`config.mk`:
```
export PLATFORM = sky130hd
export DESIGN_NAME = fpu_top
export DESIGN_NICKNAME = d
export VERILOG_FILES = /design/src/rtl/fpu_top.sv
export SDC_FILE = /design/constraint.sdc
export NUM_CORES = 2
export LEC_CHECK = 0
export ABC_AREA = 1
export BUFFER_PORTS_ARGS = -buffer_cell sky130_fd_sc_hd__buf_2
export CAP_MARGIN = 40
export CORE_MARGIN = 2
export CORE_UTILIZATION = 50
export CTS_CLUSTER_DIAMETER = 80
export DETAILED_ROUTE_END_ITERATION = 16
export GPL_TIMING_DRIVEN = 0
export PLACE_DENSITY = 0.77
export SLEW_MARGIN = 20
export SYNTH_ARGS = -nofsm -noshare
export SYNTH_HDL_FRONTEND = slang
export SYNTH_SLANG_ARGS = --single-unit
export TNS_END_PERCENT = 50
```
`constraint.sdc`:
```
create_clock -name clk -period 17.6 [get_ports clk]
set_input_delay 3.52 -clock clk [delete_from_list [all_inputs] [get_ports clk]]
set_output_delay 3.52 -clock clk [all_outputs]
set_load 0.1 [all_outputs]
```
`src/rtl/fpu_top.sv`:
```
// Single-precision add/sub/multiply unit: one combinational datapath, result registered.
// Denormals flush to zero and all rounding is truncation toward zero.
module fpu_top (
  input  logic        clk,
  input  logic        rst,
  input  logic [31:0] a,
  input  logic [31:0] b,
  input  logic [1:0]  op,
  output logic [31:0] out
);

  localparam logic [31:0] QNAN = 32'h7FC0_0000;

  // Overflow to signed infinity, underflow to signed zero, otherwise pack fields.
  function automatic logic [31:0] pack_sat(input logic s,
                                           input logic signed [9:0] e,
                                           input logic [22:0] m);
    if (e >= 10'sd255)
      pack_sat = {s, 8'hFF, 23'd0};
    else if (e <= 10'sd0)
      pack_sat = {s, 31'd0};
    else
      pack_sat = {s, e[7:0], m};
  endfunction

  function automatic logic [4:0] lzc27(input logic [26:0] v);
    logic found;
    found = 1'b0;
    lzc27 = 5'd27;
    for (int i = 26; i >= 0; i--) begin
      if (!found && v[i]) begin
        lzc27 = 5'(26 - i);
        found = 1'b1;
      end
    end
  endfunction

  logic        sa, sb, sb_mul;
  logic [7:0]  ea, eb;
  logic [22:0] fa, fb;
  logic        nan_a, nan_b, inf_a, inf_b, zero_a, zero_b;

  assign sa     = a[31];
  assign sb_mul = b[31];
  assign sb     = b[31] ^ (op == 2'b01);
  assign ea     = a[30:23];
  assign eb     = b[30:23];
  assign fa     = a[22:0];
  assign fb     = b[22:0];
  assign nan_a  = (ea == 8'hFF) && (fa != 23'd0);
  assign nan_b  = (eb == 8'hFF) && (fb != 23'd0);
  assign inf_a  = (ea == 8'hFF) && (fa == 23'd0);
  assign inf_b  = (eb == 8'hFF) && (fb == 23'd0);
  assign zero_a = (ea == 8'd0);
  assign zero_b = (eb == 8'd0);

  logic               a_big, sl, ss;
  logic [7:0]         el, es, ediff;
  logic [26:0]        ml, ms, ms_sh;
  logic               sticky;
  logic [27:0]        sum;
  logic [4:0]         lz;
  logic [26:0]        norm;
  logic signed [9:0]  add_e;
  logic [22:0]        add_m;
  logic [31:0]        add_res;

  always_comb begin
    a_big = (a[30:0] >= b[30:0]);
    sl    = a_big ? sa : sb;
    ss    = a_big ? sb : sa;
    el    = a_big ? ea : eb;
    es    = a_big ? eb : ea;
    ml    = {1'b1, (a_big ? fa : fb), 3'b000};
    ms    = {1'b1, (a_big ? fb : fa), 3'b000};
    ediff = el - es;
    if (ediff >= 8'd26) begin
      ms_sh  = '0;
      sticky = 1'b1;
    end else begin
      ms_sh  = ms >> ediff;
      sticky = |(ms & ~({27{1'b1}} << ediff));
    end
    // Sticky keeps a subtraction from rounding up when bits were shifted out.
    ms_sh[0] = ms_sh[0] | sticky;
    if (sl == ss)
      sum = {1'b0, ml} + {1'b0, ms_sh};
    else
      sum = {1'b0, ml} - {1'b0, ms_sh};
    lz   = lzc27(sum[26:0]);
    norm = sum[26:0] << lz;
    if (sum[27]) begin
      add_e = $signed({2'b00, el}) + 10'sd1;
      add_m = sum[26:4];
    end else begin
      add_e = $signed({2'b00, el}) - $signed({5'd0, lz});
      add_m = norm[25:3];
    end

    if (nan_a || nan_b)
      add_res = QNAN;
    else if (inf_a && inf_b && (sa != sb))
      add_res = QNAN;
    else if (inf_a)
      add_res = {sa, 8'hFF, 23'd0};
    else if (inf_b)
      add_res = {sb, 8'hFF, 23'd0};
    else if (zero_a && zero_b)
      add_res = {sa & sb, 31'd0};
    else if (zero_a)
      add_res = {sb, b[30:0]};
    else if (zero_b)
      add_res = a;
    else if (sum == 28'd0)
      add_res = 32'd0;
    else
      add_res = pack_sat(sl, add_e, add_m);
  end

  logic               sm;
  logic [47:0]        prod;
  logic signed [9:0]  mul_e;
  logic [22:0]        mul_m;
  logic [31:0]        mul_res;

  always_comb begin
    sm    = sa ^ sb_mul;
    prod  = {24'd0, 1'b1, fa} * {24'd0, 1'b1, fb};
    mul_e = $signed({2'b00, ea}) + $signed({2'b00, eb}) - 10'sd127
            + (prod[47] ? 10'sd1 : 10'sd0);
    mul_m = prod[47] ? prod[46:24] : prod[45:23];

    if (nan_a || nan_b)
      mul_res = QNAN;
    else if ((inf_a && zero_b) || (inf_b && zero_a))
      mul_res = QNAN;
    else if (inf_a || inf_b)
      mul_res = {sm, 8'hFF, 23'd0};
    else if (zero_a || zero_b)
      mul_res = {sm, 31'd0};
    else
      mul_res = pack_sat(sm, mul_e, mul_m);
  end

  logic [31:0] res_p0;
  logic [31:0] res_p1;

  always_comb begin
    res_p0 = 32'd0;
    case (op)
      2'b00, 2'b01: res_p0 = add_res;
      2'b10:        res_p0 = mul_res;
      default:      res_p0 = 32'd0;
    endcase
  end

  // Stage p0 -> p1: the only register; reset forces a zero result.
  always_ff @(posedge clk) begin
    if (rst)
      res_p1 <= 32'd0;
    else
      res_p1 <= res_p0;
  end

  assign out = res_p1;

endmodule

```
==> run summary <==
Via Count: 31010
Fillers: 5973
largest net degree at the start of global routing: 12
core area: 59130 sq um
# rows: 89
Post-Syn Area: 29990 sq um
Chip Height: 248.9 um
Worst path max stage delay: 0.50 ns
Slowest cell on crit path: o21ai_0
RePlAce Congestion: 1.056
Seq/Total Area, Yosys: 2.136%
Top Ports: 100
DIE AREA: 61950 sq um
post-route antenna net violation count: 0
Port Buffers: 99
Post-synth ARST share: 0%
setup violators final: 0
Final Hold Fails: 0
gr usage total: 38.71%
Clock Path Buffers: 2
Tcrit/Tclk final: 96.48%
WP data required: 17.77 ns
worst-margin pin slew: 0.9468 ns
routed vias/inst: 5.761
Iter 0 DRT Violations: 3276
Root Buffer: clkbuf_16
failing checks: DRC
Rel. slew slack: 36.88%
H-tree depth: 2
DRC viols: 4
WP data arrival: 17.15 ns
hold_ws: 3.562 ns
Largest register FFs: 32
outcome: complete, but fails checks
critical path's most frequent cell: nand2_1
Area Growth Syn to Fin: 6.943%
worst-path maximum fanout: 10
main flop type after synthesis: dfxtp_1
number of global-route vias before repair: 30940
layout cell share with drive strength beyond 1: 6.011%
number of flops mapped to enable cells by yosys: 0
Routed Wire Length: 120400 um
wire per inst: 22.37 um
minimum clock period: 16.98 ns
startpoint types: input port
MaxCap Viol Count: 0
NumNets Final: 5452
Syn Nets: 5323
Num CTS Buffers: 5
DPL Wire Length: 101200 um
post-synthesis register bit count: 32
Tightest Hold Check Type: input port to flop
GR Overflow Total: 0
Setup CP Type: input port to flop
global-route wire length before repair: 181800 um
Final Max Slew Viols: 0
synth warn: 0
Crit. End Element: flop
Yosys cell types: 66
clock sinks: 32
initial core utilization: 50.72%
initial antenna violation count: 2
Synth Instances: 4478
Max Clk Rate: 0.05889 GHz
clk slew on worst S/H paths: 0.07 ns
first drt pass iteration count: 12
CTS tree: built
Die X: 248.9 um
Post-Syn Area per Cell: 6.697 sq um
per-stage QoR:
step / instance area (sq um) / setup TNS (ns) / setup slack (ns) / cells / utilization (%)
final: 32070 / 0 / 0.6190 / 5383 / 54.24
after global routing: 32070 / -0.2716 / -0.07080 / 5381 / 54.23
after CTS: 31800 / 0 / 0.03704 / 5368 / 53.77
after detailed placement: 31540 / -23.76 / -1.482 / 5358 / 53.34
after global placement: 31450 / -28.35 / -1.495 / 5350 / 53.19
after floorplan: 29990 / 0 / 3.425 / 4478 / -
cell usage in the layout, fill, tap and decap left out, types with 12 or more instances in the layout:
master,n
nand2_1,1201
inv_1,1020
fa_1,484
ha_1,289
nand3_1,240
a21oi_1,235
nor2_1,185
o21ai_0,166
clkbuf_1,153
buf_2,114
nand4_1,49
o21ai_1,45
xor2_1,39
dfxtp_1,32
o211ai_1,29
nor3_1,26
xnor2_1,23
nand2_2,21
buf_4,18
a31oi_1,18
nor4_1,15
inv_2,14
buf_6,14
o31ai_1,12
what timing repair did:
action | in CTS | in global routing
setup buffers | 3 | 10
hold buffers | 0 | 0
setup endpoints to repair | 23 | 30
resized for setup | 14 | 62
pin swaps | 1 | 5
worst max-delay path, delay by kind of cell:
family / cells / cell delay (ns)
AO/OA/AOI/OAI: 21 / 4.65
adder cells (fa/ha/maj): 4 / 1.43
AND/OR/NAND/NOR: 36 / 5.28
XOR/XNOR: 1 / 0.20
buffers and inverters: 11 / 2.05
logic make-up after synthesis:
group                      after synthesis  synth area share [%]
AOI/OAI and AO/OA                      570                 10.62
xor gates and xnor gates                64                 1.894
adders and majority gates              777                 44.53
buffers and inverters                 1253                 15.95
DFF                                     32                 2.136
muxes                                    1               0.03338
and+or+nand+nor                       1781                 24.84
metal layers:
layer / wire length (um) / vias up / share of wire, % / global-route usage [%]
met4: 9105 / 0 / 7.6 / 23.71
met1: 43720 / 14730 / 36 / 46.82
met2: 53600 / 1944 / 45 / 62.26
met5: 0 / - / 0 / 0
met3: 13970 / 481 / 12 / 9.582
li1: - / 13850 / - / -
path summary, 6_finish.rpt:
path	startpoint	end	slack (ns)	cells past startpoint
worst max-delay path	a[30]	out[6]	0.62	73
worst min-delay path	b[31]	out[31]	3.56	4
cell type report:
cell class,instances,area (sq um),share of cell area [%]
Inverter,1044,3944,12.30
Sequential cell,32,640.6,1.997
Clock buffer,7,152.6,0.4760
Timing Repair Buffer,126,742.0,2.314
Antenna cell,2,5.005,0.01561
Tap cell,773,967.2,3.016
Multi-Input combinational cell,3193,24710,77.06
Clock inverter,1,30.03,0.09363
Buffer,205,877.1,2.735
Yosys cell counts (all sizes together) (32+ instances only):
master     n  area, sq um
fa       484         9689
buf       38        217.7
nor2     201        813.3
ha       293         3666
dfxtp     32        640.6
a21oi    241         1221
o21ai    217         1109
xor2      41        366.6
inv     1040         3904
nand2   1224         4659
nand3    245         1251
nand4     54        386.6
clkbuf   171        645.6
Power is not shown: default switching activity piles up to over one toggle a cycle in this logic, so the estimate is an artifact.
